<file path="config.mk">
export PLATFORM = sky130hd
export DESIGN_NAME = vip_target_bbox_detect_flat
export DESIGN_NICKNAME = d
export VERILOG_FILES = /design/src/rtl/vip_target_bbox_detect_if.sv /design/src/rtl/vip_target_bbox_detect.sv /design/src/flat_wrapper.sv
export SDC_FILE = /design/constraint.sdc
export NUM_CORES = 1
export LEC_CHECK = 0
export CAP_MARGIN = 20
export CELL_PAD_IN_SITES_DETAIL_PLACEMENT = 0
export CELL_PAD_IN_SITES_GLOBAL_PLACEMENT = 2
export CORE_ASPECT_RATIO = 0.9
export CORE_MARGIN = 1.5
export CORE_UTILIZATION = 40
export CTS_BUF_LIST = sky130_fd_sc_hd__clkbuf_2 sky130_fd_sc_hd__clkbuf_4 sky130_fd_sc_hd__clkbuf_8
export DETAILED_ROUTE_END_ITERATION = 8
export HOLD_SLACK_MARGIN = 0.06
export PLACE_DENSITY_LB_ADDON = 0.1
export SETUP_SLACK_MARGIN = 0.3
export SYNTH_ARGS = -nofsm -noshare
export SYNTH_HDL_FRONTEND = slang
export SYNTH_SLANG_ARGS = --single-unit
</file>
<file path="constraint.sdc">
create_clock -name clk -period 5.4 [get_ports clk]
set_clock_uncertainty 0.1 [all_clocks]
set_input_delay 1.08 -clock clk [delete_from_list [all_inputs] [get_ports clk]]
set_output_delay 1.08 -clock clk [all_outputs]
set_load 0.03 [all_outputs]
</file>
<file path="src/rtl/vip_target_bbox_detect_if.sv">
// Pixel-stream and target-position bundle between the binarisation stage,
// the bounding-box detector and the overlay stage.
`timescale 1ns / 1ps

interface vip_target_bbox_detect_if;
  logic        per_frame_vsync;
  logic        per_frame_href;
  logic        per_frame_clken;
  logic        per_img_bit;
  logic [42:0] target_pos_out;
  logic        target_pos_valid;

  // Upstream side: drives the mask stream, observes the published box.
  modport master (
    output per_frame_vsync,
    output per_frame_href,
    output per_frame_clken,
    output per_img_bit,
    input  target_pos_out,
    input  target_pos_valid
  );

  // Detector side.
  modport slave (
    input  per_frame_vsync,
    input  per_frame_href,
    input  per_frame_clken,
    input  per_img_bit,
    output target_pos_out,
    output target_pos_valid
  );
endinterface

</file>
<file path="src/rtl/vip_target_bbox_detect.sv">
// Bounding box of foreground pixels in a binary motion mask, published once per
// frame as {flag, ymax, xmax, ymin, xmin}. Optional coasting: BBOX_HOLD_EN.
`timescale 1ns / 1ps

module vip_target_bbox_detect #(
  parameter int IMG_HDISP   = 1280,
  parameter int IMG_VDISP   = 720,
  parameter int MIN_PIXELS  = 64,
  parameter int HOLD_FRAMES = 8
) (
  input logic                     clk,
  input logic                     rst,
  vip_target_bbox_detect_if.slave bus
);

  localparam logic [1:0] S_IDLE   = 2'd0;
  localparam logic [1:0] S_ACTIVE = 2'd1;
  localparam logic [1:0] S_DONE   = 2'd2;

  localparam logic [10:0] X_LAST  = 11'(IMG_HDISP - 1);
  localparam logic [9:0]  Y_LAST  = 10'(IMG_VDISP - 1);
  localparam logic [9:0]  Y_LIM   = 10'(IMG_VDISP);
  localparam logic [19:0] MIN_CNT = 20'(MIN_PIXELS);

  // Output fields are fixed at 11/10 bits for the overlay stage.
  generate
    if (IMG_HDISP < 1 || IMG_HDISP > 2048 || IMG_VDISP < 1 || IMG_VDISP > 1023 ||
        MIN_PIXELS < 0 || MIN_PIXELS > 1048575 ||
        HOLD_FRAMES < 0 || HOLD_FRAMES > 255) begin : g_bad_cfg
      $error("vip_target_bbox_detect: parameter out of range");
    end
  endgenerate

  logic vsync, href, clken, pix;
  assign vsync = bus.per_frame_vsync;
  assign href  = bus.per_frame_href;
  assign clken = bus.per_frame_clken;
  assign pix   = bus.per_img_bit;

  logic        vs_d, hs_d;
  logic        frame_start, frame_end, line_end, accept;
  logic [1:0]  state;
  logic [10:0] x_cnt;
  logic [9:0]  y_cnt;
  logic        line_has_pix;
  logic [10:0] xmin, xmax;
  logic [9:0]  ymin, ymax;
  logic [19:0] pix_cnt;
  logic        pass;
  logic [41:0] box;
  logic [42:0] result;
  logic [42:0] pos_q;
  logic        valid_q;

  // NOTE: sequential state uses non-blocking assignments only, so every
  // always_ff samples the pre-edge values regardless of block ordering.
  // NOTE: vs_d resets high so a reset released mid-frame sees no rising edge
  // and waits for the next complete frame instead of reporting a partial one.
  always_ff @(posedge clk or posedge rst) begin
    if (rst) begin
      vs_d <= 1'b1;
      hs_d <= 1'b0;
    end else begin
      vs_d <= vsync;
      hs_d <= href;
    end
  end

  assign frame_start = vsync & ~vs_d;
  assign frame_end   = ~vsync & vs_d;
  assign line_end    = ~href & hs_d;
  assign accept      = (state == S_ACTIVE) & vsync & href & clken & (y_cnt < Y_LIM);

  // A frame end while idle falls through the default arm and is ignored.
  always_ff @(posedge clk or posedge rst) begin
    if (rst) begin
      state <= S_IDLE;
    end else if (frame_start) begin
      state <= S_ACTIVE;
    end else begin
      case (state)
        S_ACTIVE: if (frame_end) state <= S_DONE;
        S_DONE:   state <= S_IDLE;
        default:  state <= S_IDLE;
      endcase
    end
  end

  // Pixel coordinates; a line only advances y if it delivered a pixel.
  always_ff @(posedge clk or posedge rst) begin
    if (rst) begin
      x_cnt        <= '0;
      y_cnt        <= '0;
      line_has_pix <= 1'b0;
    end else if (frame_start) begin
      x_cnt        <= '0;
      y_cnt        <= '0;
      line_has_pix <= 1'b0;
    end else if (line_end) begin
      x_cnt        <= '0;
      line_has_pix <= 1'b0;
      if (line_has_pix) y_cnt <= y_cnt + 10'd1;
    end else if (accept) begin
      line_has_pix <= 1'b1;
      if (x_cnt < X_LAST) x_cnt <= x_cnt + 11'd1;
    end
  end

  always_ff @(posedge clk or posedge rst) begin
    if (rst) begin
      xmin    <= '0;
      xmax    <= '0;
      ymin    <= '0;
      ymax    <= '0;
      pix_cnt <= '0;
    end else if (frame_start) begin
      xmin    <= X_LAST;
      ymin    <= Y_LAST;
      xmax    <= '0;
      ymax    <= '0;
      pix_cnt <= '0;
    end else if (accept && pix) begin
      if (x_cnt < xmin) xmin <= x_cnt;
      if (x_cnt > xmax) xmax <= x_cnt;
      if (y_cnt < ymin) ymin <= y_cnt;
      if (y_cnt > ymax) ymax <= y_cnt;
      if (pix_cnt != 20'hF_FFFF) pix_cnt <= pix_cnt + 20'd1;
    end
  end

  assign pass = (pix_cnt >= MIN_CNT);
  assign box  = {ymax, xmax, ymin, xmin};

`ifdef BBOX_HOLD_EN
  localparam int HOLD_W = (HOLD_FRAMES > 15) ? 8 : 4;
  localparam logic [HOLD_W-1:0] HOLD_LIM = HOLD_W'(HOLD_FRAMES);

  logic [HOLD_W-1:0] hold_cnt;
  logic [41:0]       last_box;
  logic              have_box;
  logic              can_hold;

  assign can_hold = have_box && (hold_cnt < HOLD_LIM);

  // NOTE: every always_comb output gets a default first so no path infers a latch.
  always_comb begin
    result = '0;
    if (pass)          result = {1'b1, box};
    else if (can_hold) result = {1'b1, last_box};
  end

  // Coasting state: the last passing box and how many failing frames reused it.
  always_ff @(posedge clk or posedge rst) begin
    if (rst) begin
      hold_cnt <= '0;
      last_box <= '0;
      have_box <= 1'b0;
    end else if (state == S_DONE) begin
      if (pass) begin
        hold_cnt <= '0;
        last_box <= box;
        have_box <= 1'b1;
      end else if (can_hold) begin
        hold_cnt <= hold_cnt + HOLD_W'(1);
      end
    end
  end
`else
  assign result = pass ? {1'b1, box} : 43'd0;
`endif

  always_ff @(posedge clk or posedge rst) begin
    if (rst) begin
      pos_q   <= '0;
      valid_q <= 1'b0;
    end else begin
      valid_q <= (state == S_DONE);
      if (state == S_DONE) pos_q <= result;
    end
  end

  assign bus.target_pos_out   = pos_q;
  assign bus.target_pos_valid = valid_q;

endmodule

</file>
<file path="src/flat_wrapper.sv">
// flat-port wrapper written by rule: the top's interface ports become plain ports
module vip_target_bbox_detect_flat 
#(
  parameter int IMG_HDISP   = 1280,
  parameter int IMG_VDISP   = 720,
  parameter int MIN_PIXELS  = 64,
  parameter int HOLD_FRAMES = 8
)
  (clk, rst, bus_per_frame_vsync, bus_per_frame_href, bus_per_frame_clken, bus_per_img_bit, bus_target_pos_out, bus_target_pos_valid);
  vip_target_bbox_detect_if bus_i ();
  input logic clk;
  input logic rst;
  input wire logic [$bits(bus_i.per_frame_vsync)-1:0] bus_per_frame_vsync;
  input wire logic [$bits(bus_i.per_frame_href)-1:0] bus_per_frame_href;
  input wire logic [$bits(bus_i.per_frame_clken)-1:0] bus_per_frame_clken;
  input wire logic [$bits(bus_i.per_img_bit)-1:0] bus_per_img_bit;
  output wire logic [$bits(bus_i.target_pos_out)-1:0] bus_target_pos_out;
  output wire logic [$bits(bus_i.target_pos_valid)-1:0] bus_target_pos_valid;
  assign bus_i.per_frame_vsync = bus_per_frame_vsync;
  assign bus_i.per_frame_href = bus_per_frame_href;
  assign bus_i.per_frame_clken = bus_per_frame_clken;
  assign bus_i.per_img_bit = bus_per_img_bit;
  assign bus_target_pos_out = bus_i.target_pos_out;
  assign bus_target_pos_valid = bus_i.target_pos_valid;
  vip_target_bbox_detect #(.IMG_HDISP(IMG_HDISP), .IMG_VDISP(IMG_VDISP), .MIN_PIXELS(MIN_PIXELS), .HOLD_FRAMES(HOLD_FRAMES)) u_core (.clk(clk), .rst(rst), .bus(bus_i));
endmodule
</file>
==> impl_metrics.py, run 1 <==
metrics = {
    "logic_synthesis": {
        "syn-cell-area_um2": 6765,
        "syn-instance-count": 653,
        "synthSimpleGateAreaFrac_pct": 14.20,
        "syn_nets": 703,
        "synth-async-reset-ratio_pct": 100.0,
        "adder_and_majority_cell_fraction_of_the_synthesized_area_pct": 8.138,
        "dominantRegCellSynth": "dfrtp_1",
        "synth_warnings": 0,
        "ys_seq_area_share_pct": 48.84,
        "synth_compound_area_share_pct": 18.92,
        "post_synth_xor_area_fraction_pct": 1.812,
        "synth_enable_flop_cells": 0,
        "largest_family_of_logic_cells_by_synthesized_area": "compound AO/OA/AOI/OAI gates",
        "synthesis.area_per_instance_um2": 10.36,
        "multiplexer_share_of_the_synthesized_area_pct": 2.811,
        "synthDistinctLibCells": 52,
        "ys_ff_latch": 132,
    },
    "timing": {
        "maxSlewHeadroom_pct": 39.86,
        "timing.final.setup_violations": 0,
        "fin_tns_setup_ns": 0,
        "timing.fmax_mhz": 294.5,
        "rsz0062_at_grt": "false",
        "period_utilization_pct": 62.88,
        "min_period_ns": 3.396,
        "final-hold-violation-count": 0,
        "max_slew_violations": 0,
        "whs_ns": 0.3881,
        "worstMarginPinSlew_ns": 0.8982,
    },
    "clock_tree": {
        "h-tree-depth": 4,
        "post_cts_buffers": 0,
        "cts_max_path_buffers": 2,
        "cts_hold_buf": 0,
        "clock_insertion_delay_worst_skew_ns": 0.46,
        "postCtsResizedCells": 0,
        "clkSinkCount": 132,
        "clk_transition_reported_paths_ns": 0.08,
        "clock_tree_from_tritoncts": "built",
        "clk_root_buffer_cell": "clkbuf_8",
        "tritoncts.num_buffers": 17,
    },
    "layout": {
        "final_nets": 747,
        "nFillCells": 1482,
        "most_common_library_cell_in_the_layout_ignoring_fill_and_taps": "dfrtp_1",
        "post_route_cells_drive_above_1_share_pct": 7.042,
        "n_antenna_cell": 0,
        "most-common-layout-cells": "dfrtp_1, inv_1, clkdlybuf4s50_1, nor2_1, ha_1",
        "syn2layout_area_growth_pct": 17.53,
    },
    "global_routing": {
        "globalRouteOverflowTotal": 0,
        "grt_pass1_vias": 5271,
        "grt_pass1_wl_um": 28470,
        "gr-usage-all-layers_pct": 20.67,
        "grt_start_max_net_pins": 78,
        "number_of_antenna_violations_at_the_first_check_in_global_routing": 0,
    },
    "placement": {
        "dp_hpwl_um": 11740,
        "buffer_ports.inserted": 49,
        "gpl.final_weighted_congestion": 0.8111,
    },
    "die": {
        "start_util_pct": 41.38,
        "rows": 44,
        "floorplan.io_pins": 50,
        "area_of_the_die_um2": 17700,
        "die_w_um": 140.1,
        "core_area_um2": 16350,
        "dieHeight_um": 126.4,
    },
    "detailed_routing": {
        "detailed_route_wire_length_per_cell_um": 18.64,
        "routed-via-count": 5287,
        "postRouteAntennaNets": 0,
        "route.detailed.vias_per_inst": 5.766,
        "drtPass1Iterations": 5,
        "dr.first_iter.drc_count": 383,
        "route.detailed.drc": 0,
        "wirelength_um": 17090,
    },
    "critical_path": {
        "worst_setup_start_kind": "input port",
        "timing.critical_path.required_ns": 5.68,
        "ff2ff_path_depth": 5,
        "cp-startpoint": "bus_per_frame_vsync",
        "crit_path_max_fanout": 9,
        "critical_path.endpoint": "u_core.ymax[0]",
        "reg2reg_from": "u_core.y_cnt[4]",
        "critical_path.endpoint_type": "flop",
        "capturing_point_of_the_worst_reg2reg_path": "u_core.ymax[0]",
        "setup.worst_path.class": "in2reg",
        "setup.reg_to_reg.worst_slack_ns": 2.40,
        "critical_path_arrival_ns": 3.68,
    },
    "status": {
        "run_status": "finished clean",
    },
    "power_and_ir_drop": {
        "ir_drop_mv": 0.1769,
        "p_leak_uw": 0.003691,
        "power_density_nw_per_um2": 268.2,
        "p_total_uw": 2132,
    },
    "worst_hold_path": {
        "min_path_type": "reg2reg",
    },
    "job": {
        "cap_viol_max_count": 0,
    },
}
## kinds of logic (layout without fill, tap and decap cells)
| family | count (synthesis) | after routing |
|---|---|---|
| AOI/OAI and AO/OA | 162 | 162 |
| xor gates and xnor gates | 14 | 14 |
| adders and majority gates | 44 | 44 |
| buffers and inverters | 94 | 151 |
| DFF | 132 | 132 |
| muxes | 19 | 19 |
| and+or+nand+nor | 188 | 188 |
## how the worst min path moves through the flow
stage	slack, ns	from	depth (start not counted)	endpoint
final	0.39	u_core.bus.target_pos_out[42]	1	u_core.bus.target_pos_out[42]
after global routing	0.42	u_core.xmin[6]	1	u_core.bus.target_pos_out[6]
after CTS	0.40	u_core.bus.target_pos_out[42]	1	u_core.bus.target_pos_out[42]
after detailed placement	0.38	u_core.bus.target_pos_out[42]	1	u_core.bus.target_pos_out[42]
after global placement	0.37	u_core.bus.target_pos_out[42]	1	u_core.bus.target_pos_out[42]
after floorplan	0.36	u_core.line_has_pix	2	u_core.line_has_pix
## synth_stat cells, drive strengths merged, types with 4 or more instances
library cell / number / area share, %
nor2b: 5 / 0.46
mux2i: 19 / 2.8
a21oi: 21 / 1.6
and3: 6 / 0.55
dfrtp: 131 / 48
and4: 6 / 0.78
o211ai: 10 / 1.1
nand3: 17 / 1.3
xnor2: 8 / 1.0
nor3: 7 / 0.52
inv: 60 / 3.3
clkbuf: 28 / 1.6
and2: 4 / 0.37
nor2: 44 / 2.4
a21o: 7 / 0.78
o32ai: 10 / 1.3
a22o: 42 / 5.4
nand2b: 16 / 1.5
a32o: 9 / 1.3
o21ai: 14 / 1.0
buf: 6 / 0.39
ha: 44 / 8.1
nand2: 43 / 2.4
o21a: 4 / 0.44
xor2: 6 / 0.78
nor4: 5 / 0.46
nand4: 23 / 2.1
o311ai: 9 / 1.2
or3: 5 / 0.46
a211o: 9 / 1.2
o31ai: 10 / 1.1
## critical path, cell delays in order
cell and delay (ns):
clkdlybuf4s50_1 0.55, nand2_1 0.17, a2111o_1 0.36, nor3_1 0.51, nor4b_2 0.78, a32o_1 0.22
## power by group
group | total, uW | switching [uW] | internal [uW]
Combinational | 157 | 103 | 54.4
Clock | 938 | 426 | 513
Sequential | 1040 | 21.9 | 1010
## final cells by class
class	instances	area, um^2	share of cell area, %
Timing Repair Buffer	59	585.6	7.364
Multi-Input combinational cell	427	3131	39.37
Clock buffer	18	241.5	3.037
Tap cell	207	259.0	3.257
Clock inverter	14	202.7	2.549
Sequential cell	132	3304	41.56
Inverter	60	227.7	2.864
## per-stage QoR
step / cell area (um^2) / utilization, % / instances / setup slack [ns]
after floorplan: 6765 / - / 653 / 0.6956
after global placement: 7480 / 45.75 / 884 / 1.660
after detailed placement: 7480 / 45.75 / 884 / 1.528
after CTS: 7924 / 48.46 / 916 / 1.988
after global routing: 7951 / 48.63 / 917 / 1.782
final: 7951 / 48.63 / 917 / 2.004
## layer usage
metal | vias to the layer above | share of wire [%] | global-route usage (%)
li1 | 2487 | - | -
met1 | 2652 | 52 | 30.60
met2 | 119 | 42 | 29.41
met3 | 29 | 3.7 | 3.813
met4 | 0 | 2.2 | 9.164
met5 | - | 0 | 0
## flip-flops by register name (all words and copies together), names as in the netlist, 2 cells and up
register	count
u_core.state	2
u_core.xmax	11
u_core.bus.target_pos_out	43
u_core.x_cnt	11
u_core.ymin	10
u_core.y_cnt	10
u_core.xmin	11
u_core.pix_cnt	20
u_core.ymax	10
No activity file was read; power rests on OpenSTA's default activity.
==> run 2: changes to the inputs <==
==> constraint.sdc (replaced) <==
create_clock -name clk -period 3.4 [get_ports clk]
set_clock_uncertainty 0.1 [all_clocks]
set_input_delay 0.68 -clock clk [delete_from_list [all_inputs] [get_ports clk]]
set_output_delay 0.68 -clock clk [all_outputs]
set_load 0.03 [all_outputs]
==> impl_metrics.py, run 2 (synthesis results as in run 1) <==
metrics = {
    "detailed_routing": {
        "drtPass1Iterations": 5,
        "wirelength_um": 16890,
        "detailed_route_wire_length_per_cell_um": 18.16,
        "postRouteAntennaNets": 0,
        "route.detailed.vias_per_inst": 5.655,
        "route.detailed.drc": 0,
        "dr.first_iter.drc_count": 426,
        "routed-via-count": 5259,
    },
    "timing": {
        "max_slew_violations": 0,
        "timing.final.setup_violations": 0,
        "period_utilization_pct": 83.12,
        "maxSlewHeadroom_pct": 33.58,
        "layout_setup_ws_ns": 0.5738,
        "fin_tns_setup_ns": 0,
        "timing.fmax_mhz": 353.8,
        "whs_ns": 0.3840,
        "min_period_ns": 2.826,
        "worstMarginPinSlew_ns": 0.9931,
        "final-hold-violation-count": 0,
        "rsz0062_at_grt": "false",
    },
    "critical_path": {
        "setup.reg_to_reg.worst_slack_ns": 0.57,
        "critical_path.endpoint_type": "flop",
        "critical_path_arrival_ns": 3.05,
        "worst_setup_start_kind": "flop",
        "timing.critical_path.required_ns": 3.63,
        "setup.worst_path.class": "reg2reg",
        "crit_path_max_fanout": 10,
        "capturing_point_of_the_worst_reg2reg_path": "u_core.ymax[1]",
        "ff2ff_path_depth": 7,
        "reg2reg_from": "u_core.y_cnt[8]",
    },
    "die": {
        "area_of_the_die_um2": 17700,
        "die_w_um": 140.1,
        "rows": 44,
        "floorplan.io_pins": 50,
        "dieHeight_um": 126.4,
        "start_util_pct": 41.38,
        "core_area_um2": 16350,
    },
    "clock_tree": {
        "cts_max_path_buffers": 2,
        "postCtsResizedCells": 0,
        "clock_insertion_delay_worst_skew_ns": 0.44,
        "clkSinkCount": 132,
        "clk_transition_reported_paths_ns": 0.08,
        "cts_hold_buf": 0,
        "h-tree-depth": 4,
        "post_cts_buffers": 0,
        "clk_root_buffer_cell": "clkbuf_8",
        "clock_tree_from_tritoncts": "built",
        "tritoncts.num_buffers": 17,
    },
    "global_routing": {
        "grt_pass1_wl_um": 28190,
        "grt_start_max_net_pins": 133,
        "gr-usage-all-layers_pct": 20.36,
        "number_of_antenna_violations_at_the_first_check_in_global_routing": 0,
        "globalRouteOverflowTotal": 0,
        "grt_pass1_vias": 5161,
    },
    "placement": {
        "dpl_worst_slack_ns": 0.2801,
        "dp_hpwl_um": 11590,
        "buffer_ports.inserted": 49,
        "gpl.final_weighted_congestion": 0.8224,
    },
    "job": {
        "cap_viol_max_count": 0,
    },
    "worst_hold_path": {
        "min_path_type": "reg2reg",
        "min_delay_path_depth": 1,
        "hold_path.startpoint": "u_core.bus.target_pos_out[42]",
        "worst_hold_path.endpoint": "u_core.bus.target_pos_out[42]",
    },
    "layout": {
        "final_nets": 761,
        "n_antenna_cell": 0,
        "most_common_library_cell_in_the_layout_ignoring_fill_and_taps": "dfrtp_1",
        "largest_register_ff_count": 43,
        "syn2layout_area_growth_pct": 18.61,
        "most-common-layout-cells": "dfrtp_1, inv_1, clkdlybuf4s50_1, nor2_1, ha_1",
        "post_route_cells_drive_above_1_share_pct": 8.714,
    },
    "status": {
        "run_status": "finished clean",
    },
    "power_and_ir_drop": {
        "ir_drop_mv": 0.2670,
        "p_leak_uw": 0.003753,
        "power_density_nw_per_um2": 411.9,
    },
}
==> run 2: cell count changes in the layout (fill, tap and decap cells not counted), sizes merged <==
cell	delta
bufinv	-1
inv	-3
clkbuf	+4
clkinv	-1
buf	+14
==> run 2: worst max-delay path: stages (launching register included) <==
cell,delay (ns)
dfrtp_1,0.50
ha_1,0.35
nand4_1,0.16
a211oi_1,0.23
a2111oi_0,0.11
buf_4,0.17
or4_1,0.73
a32o_1,0.35
==> run 2: final cells by class <==
type / count / area, um^2
Fill cell: 1516 / 8327
Sequential cell: 132 / 3304
Multi-Input combinational cell: 427 / 3131
Timing Repair Buffer: 73 / 683.2
Clock buffer: 22 / 290.3
Tap cell: 207 / 259.0
Inverter: 60 / 229.0
Clock inverter: 9 / 127.6
==> run 2: worst max-delay path by stage <==
| stage | from | end |
|---|---|---|
| after global routing | u_core.y_cnt[8] | u_core.ymax[6] |
| after floorplan | bus_per_frame_clken | u_core.ymax[4] |
| after global placement | bus_per_frame_vsync | u_core.ymax[3] |
| after detailed placement | bus_per_frame_vsync | u_core.ymax[5] |
| after CTS | u_core.y_cnt[8] | u_core.ymax[0] |
| final | u_core.y_cnt[8] | u_core.ymax[1] |
==> run 2: per-stage QoR <==
step | instance area [um^2] | total power (uW) | instances | util (%)
after floorplan | 6769 | 1835 | 653 | -
after global placement | 7606 | 1927 | 899 | 46.52
after detailed placement | 7606 | 1933 | 899 | 46.52
after CTS | 8024 | 3351 | 930 | 49.07
after global routing | 8024 | 3453 | 930 | 49.07
final | 8024 | 3305 | 930 | 49.07
==> run 2: where the power goes <==
group          internal (uW)  switching, uW
Combinational           87.2            162
Clock                    792            615
Sequential              1610           36.1
Total                   2490            813
==> run 2: metal layers <==
metal  wire length [um]  share of wire (%)  vias to the layer above  track usage (%)
met2               7221                 43                      106            29.41
met4                121               0.72                        0            5.015
met5                  0                  0                        -                0
li1                   -                  -                     2509                -
met1               8933                 53                     2635            30.86
met3                612                3.6                        9            4.568
==> run 3: changes to the inputs <==
--- a/config.mk
+++ b/config.mk
@@ -10,7 +10,7 @@
 export CELL_PAD_IN_SITES_GLOBAL_PLACEMENT = 2
 export CORE_ASPECT_RATIO = 0.9
 export CORE_MARGIN = 1.5
-export CORE_UTILIZATION = 40
+export CORE_UTILIZATION = 36
 export CTS_BUF_LIST = sky130_fd_sc_hd__clkbuf_2 sky130_fd_sc_hd__clkbuf_4 sky130_fd_sc_hd__clkbuf_8
 export DETAILED_ROUTE_END_ITERATION = 8
 export HOLD_SLACK_MARGIN = 0.06
==> constraint.sdc (replaced) <==
create_clock -name clk -period 2.6 [get_ports clk]
set_clock_uncertainty 0.1 [all_clocks]
set_input_delay 0.52 -clock clk [delete_from_list [all_inputs] [get_ports clk]]
set_output_delay 0.52 -clock clk [all_outputs]
set_load 0.03 [all_outputs]
==> impl_metrics.py, run 3 (synthesis results as in run 1) <==
metrics = {
    "die": {
        "rows": 47,
        "start_util_pct": 36.75,
        "dieHeight_um": 133.1,
        "core_area_um2": 18410,
        "floorplan.io_pins": 50,
        "die_w_um": 147.5,
        "area_of_the_die_um2": 19620,
    },
    "layout": {
        "syn2layout_area_growth_pct": 34.01,
        "post_route_cells_drive_above_1_share_pct": 22.26,
        "final_nets": 823,
        "largest_register_ff_count": 43,
        "postLayoutCoreUtil_pct": 49.26,
        "n_antenna_cell": 0,
        "most-common-layout-cells": "dfrtp_1, buf_4, inv_1, clkdlybuf4s50_1",
        "most_common_library_cell_in_the_layout_ignoring_fill_and_taps": "dfrtp_1",
    },
    "detailed_routing": {
        "wirelength_um": 19040,
        "route.detailed.vias_per_inst": 5.378,
        "detailed_route_wire_length_per_cell_um": 18.47,
        "dr.first_iter.drc_count": 396,
        "postRouteAntennaNets": 0,
        "route.detailed.drc": 0,
        "drtPass1Iterations": 4,
        "routed-via-count": 5545,
    },
    "clock_tree": {
        "clk_transition_reported_paths_ns": 0.08,
        "clk_root_buffer_cell": "clkbuf_8",
        "clkSinkCount": 132,
        "clock_tree_from_tritoncts": "built",
        "cts_max_path_buffers": 2,
        "clock_insertion_delay_worst_skew_ns": 0.46,
        "h-tree-depth": 4,
        "cts_hold_buf": 0,
        "tritoncts.num_buffers": 17,
    },
    "critical_path": {
        "max_stage_delay_ns": 0.54,
        "capturing_point_of_the_worst_reg2reg_path": "u_core.ymax[2]",
        "cp-startpoint": "u_core.ymax[6]",
        "crit_cells": 9,
        "worst_setup_start_kind": "flop",
        "setup.worst_path.class": "reg2reg",
        "crit_path_max_fanout": 5,
        "critical_path.endpoint_type": "flop",
        "worst-path-buf-inv": 3,
        "cp_cell_sequence": "inv_1, ha_1, nand4_1, a211oi_2, a2111oi_2, buf_4, or4_4, buf_6, a32o_1",
        "critical_path.endpoint": "u_core.ymax[2]",
        "reg2reg_from": "u_core.ymax[6]",
        "ff2ff_path_depth": 9,
        "critPathTopFamily": "simple AND/OR/NAND/NOR gates",
        "cpMaxStageDelayCell": "or4_4",
        "setup.reg_to_reg.worst_slack_ns": 0.11,
        "critical_path_arrival_ns": 2.74,
        "timing.critical_path.required_ns": 2.85,
    },
    "timing": {
        "worstMarginPinSlew_ns": 0.5390,
        "period_utilization_pct": 95.79,
        "max_slew_violations": 0,
        "final-hold-violation-count": 0,
        "rsz0062_at_grt": "true",
        "timing.final.setup_violations": 0,
        "timing.fmax_mhz": 401.5,
        "maxSlewHeadroom_pct": 63.74,
        "fin_tns_setup_ns": 0,
        "min_period_ns": 2.490,
    },
    "placement": {
        "dp_hpwl_um": 13010,
        "gpl.final_weighted_congestion": 0.8232,
        "buffer_ports.inserted": 49,
    },
    "global_routing": {
        "gr-usage-all-layers_pct": 20.19,
        "globalRouteOverflowTotal": 0,
        "grt_pass1_vias": 5586,
        "grt_pass1_wl_um": 30750,
        "grt_start_max_net_pins": 61,
        "number_of_antenna_violations_at_the_first_check_in_global_routing": 0,
    },
    "power_and_ir_drop": {
        "p_leak_uw": 0.004161,
        "power_density_nw_per_um2": 491.0,
        "ir_drop_mv": 0.3011,
    },
    "worst_hold_path": {
        "min_path_type": "in2async",
    },
    "status": {
        "run_status": "finished clean",
    },
    "job": {
        "cap_viol_max_count": 0,
    },
}
## run 3: cell type report
| type | count | area, um^2 |
|---|---|---|
| multi-input combinational | 428 | 3552 |
| clock inverter | 11 | 151.4 |
| inverter | 60 | 229.0 |
| fill | 1695 | 9340 |
| timing repair buffer | 134 | 1245 |
| clock buffer | 21 | 276.5 |
| tap | 245 | 306.5 |
| sequential | 132 | 3306 |
## run 3: report_power, final
part	leakage, uW	switching, uW	internal, uW
sequential	0.00175	45.0	2110
clock	0.000217	888	1030
combinational	0.00219	240	144
## run 3: worst register-to-register path, stage by stage (launching register included)
cell	delay, ns
dfrtp_1	0.39
inv_1	0.06
ha_1	0.27
nand4_1	0.15
a211oi_2	0.27
a2111oi_2	0.07
buf_4	0.15
or4_4	0.54
buf_6	0.16
a32o_1	0.22
## run 3: what timing repair did
item / CTS / global route
endpoints found under the setup margin: 47 / 56
cloned: 1 / 1
pin swaps: 16 / 39
setup buffers: 14 / 10
resized for setup: 18 / 81
## run 3: per-layer routing
layer | up-vias | share of wire [%] | track usage [%]
met5 | - | 0 | 0
met4 | 0 | 0.96 | 5.778
met3 | 13 | 3.2 | 3.621
met2 | 102 | 45 | 29.75
met1 | 2780 | 51 | 30.13
li1 | 2650 | - | -
## run 3: metrics by stage
step / instances / area (um^2) / power (uW) / setup WS, ns / hold WS, ns
2_1_floorplan: 653 / 6769 / 2400 / 0.2682 / 0.3590
3_3_place_gp: 973 / 7936 / 2540 / -0.2893 / 0.3586
3_5_place_dp: 973 / 7936 / 2547 / -0.2904 / 0.3698
4_1_cts: 1020 / 8548 / 4470 / 0.1494 / 0.2240
5_1_grt: 1031 / 9066 / 4636 / 0.03197 / 0.2313
6_report: 1031 / 9066 / 4451 / 0.1096 / 0.2402
## run 3: how the worst min path moves through the flow
stage	start	to	depth (start not counted)
final	rst	u_core.bus.target_pos_out[42]	2
after global routing	rst	u_core.bus.target_pos_out[42]	2
after CTS	rst	u_core.bus.target_pos_out[42]	2
after detailed placement	u_core.bus.target_pos_out[42]	u_core.bus.target_pos_out[42]	1
after global placement	u_core.bus.target_pos_out[42]	u_core.bus.target_pos_out[42]	1
after floorplan	u_core.line_has_pix	u_core.line_has_pix	2
==> RTL change (flow settings as in run 1) <==
The option `BBOX_HOLD_EN` is turned on by a define.
--- a/src/rtl/vip_target_bbox_detect.sv
+++ b/src/rtl/vip_target_bbox_detect.sv
@@ -1,6 +1,8 @@
 // Bounding box of foreground pixels in a binary motion mask, published once per
 // frame as {flag, ymax, xmax, ymin, xmin}. Optional coasting: BBOX_HOLD_EN.
 `timescale 1ns / 1ps
+
+`define BBOX_HOLD_EN
 
 module vip_target_bbox_detect #(
   parameter int IMG_HDISP   = 1280,
Formal check against the unedited RTL: no difference found for any inputs over 4 cycles, from zero or initial values and one cycle with rst high; that may be too few to reach the edited logic, so the function may still have changed.
==> RTL change against run 1 <==
Sequential cell count is 47 higher. Largest cell class unchanged. Clock power is 2.2% lower. Power rose by 12%. Cell count increased by 34%. Critical path depth did not move. Register-to-register slack better by 0.20 ns. Sequential share of layout area rose by 3.1 points. Wire length grew 23%. Cell area grew 26%. Area after synthesis up 31%. Non-clock buffer count decreased by 1. Worst setup slack better by 0.34 ns.
==> RTL change: results <==
{
  "dp_hpwl_mm": 13.8,
  "dp_slack_ns": 1.84,
  "synth.area.top_cells": "dfrtp_1 (50%), ha_1 (6.3%), nand2_1 (5.5%)",
  "drtIter0Drc": 517,
  "htree_levels": 4,
  "m1WireLength_mm": 9.92,
  "slew_headroom": 0.300,
  "ir_drop_mv": 0.155,
  "crit_start": "bus_per_frame_vsync",
  "cp_max_fo": 11,
  "largest_reg_flops": 43,
  "portBuffers": 49,
  "vias": 6668,
  "synth.area.mux_share": 0.0508,
  "p_leak_nw": 4.98,
  "grt_start_max_net_pins": 180,
  "r2r_slack_ns": 2.60,
  "synthDistinctLibCells": 59,
  "grt_pass1_vias": 6599,
  "place_congestion": 0.784,
  "grt_first_pass_wirelength_mm": 34.5,
  "dr_wl_met3_um": 558,
  "antennaDiodeCount": 0,
  "grt_util_all_layers": 0.190,
  "route.met2.wl_mm": 10.2,
  "synth_compound_area_frac": 0.135,
  "outcome": "completed",
  "ys_async_sr_fraction": 1.00,
  "worstPathArrival_ns": 3.27,
  "cts-root-buf": "clkbuf_8",
  "internal_power_mw": 1.82,
  "path_clk_slew_ns": 0.10,
  "met1_usage": 0.246,
  "final_nets": 975,
  "synth-xor-area-share": 0.0168,
  "holdPathEnd": "u_core.have_box$_DFFE_PP0P_",
  "cts_resized": 0,
  "r2r_cells": 5,
  "slowest_delay_ns": 0.70,
  "pg_clk_mw": 0.917,
  "fin_crit_sh": 0.566,
  "reg2reg_from": "u_core.pix_cnt[13]$_DFFE_PP0P_",
  "syn_nets": 947,
  "hold_start": "u_core.have_box$_DFFE_PP0P_",
  "r2r-end": "u_core.last_box[22]$_DFFE_PP0P_",
  "cts_buffers": 17,
  "hold_path.class": "reg2reg",
  "drive_gt1_frac": 0.0716,
  "endpoint": "u_core.xmax[1]$_DFFE_PP0P_",
  "met3_usage": 0.0350,
  "slowest_stage": "or3_1",
  "synthTopCellsByCount": "dfrtp_1 (178), nand2_1 (129), inv_1 (88)",
  "seq_power_mw": 1.37,
  "grtUsageMet2": 0.324,
  "ys_seq_area_frac": 0.504,
  "routed_wl_mm": 20.9,
  "synthAdderAreaFrac": 0.0634,
  "antenna_found_initial": 0
}
==> RTL change: kinds of logic after synthesis <==
kind of cell | Yosys count
and+or+nand+nor | 308
buffers and inverters | 137
AOI/OAI and AO/OA | 165
xor gates and xnor gates | 17
adders and majority gates | 45
DFF | 179
muxes | 45
==> RTL change: through the flow <==
step | hold slack, ns | total power [mW] | instances | instance area [µm²]
2_1_floorplan | 0.325 | 1.47 | 896 | 8890
3_3_place_gp | 0.350 | 1.50 | 1193 | 9590
3_5_place_dp | 0.348 | 1.51 | 1194 | 9610
4_1_cts | 0.375 | 2.43 | 1225 | 10000
5_1_grt | 0.402 | 2.49 | 1227 | 10000
6_report | 0.367 | 2.39 | 1227 | 10000
==> RTL change: layout make-up <==
type,instances,area (µm²)
Clock buffer,24,318
Sequential cell,179,4480
Multi-Input combinational cell,580,3870
Clock inverter,7,73.8
Fill cell,2095,11700
Inverter,88,334
Tap cell,291,364
Timing Repair Buffer,58,599
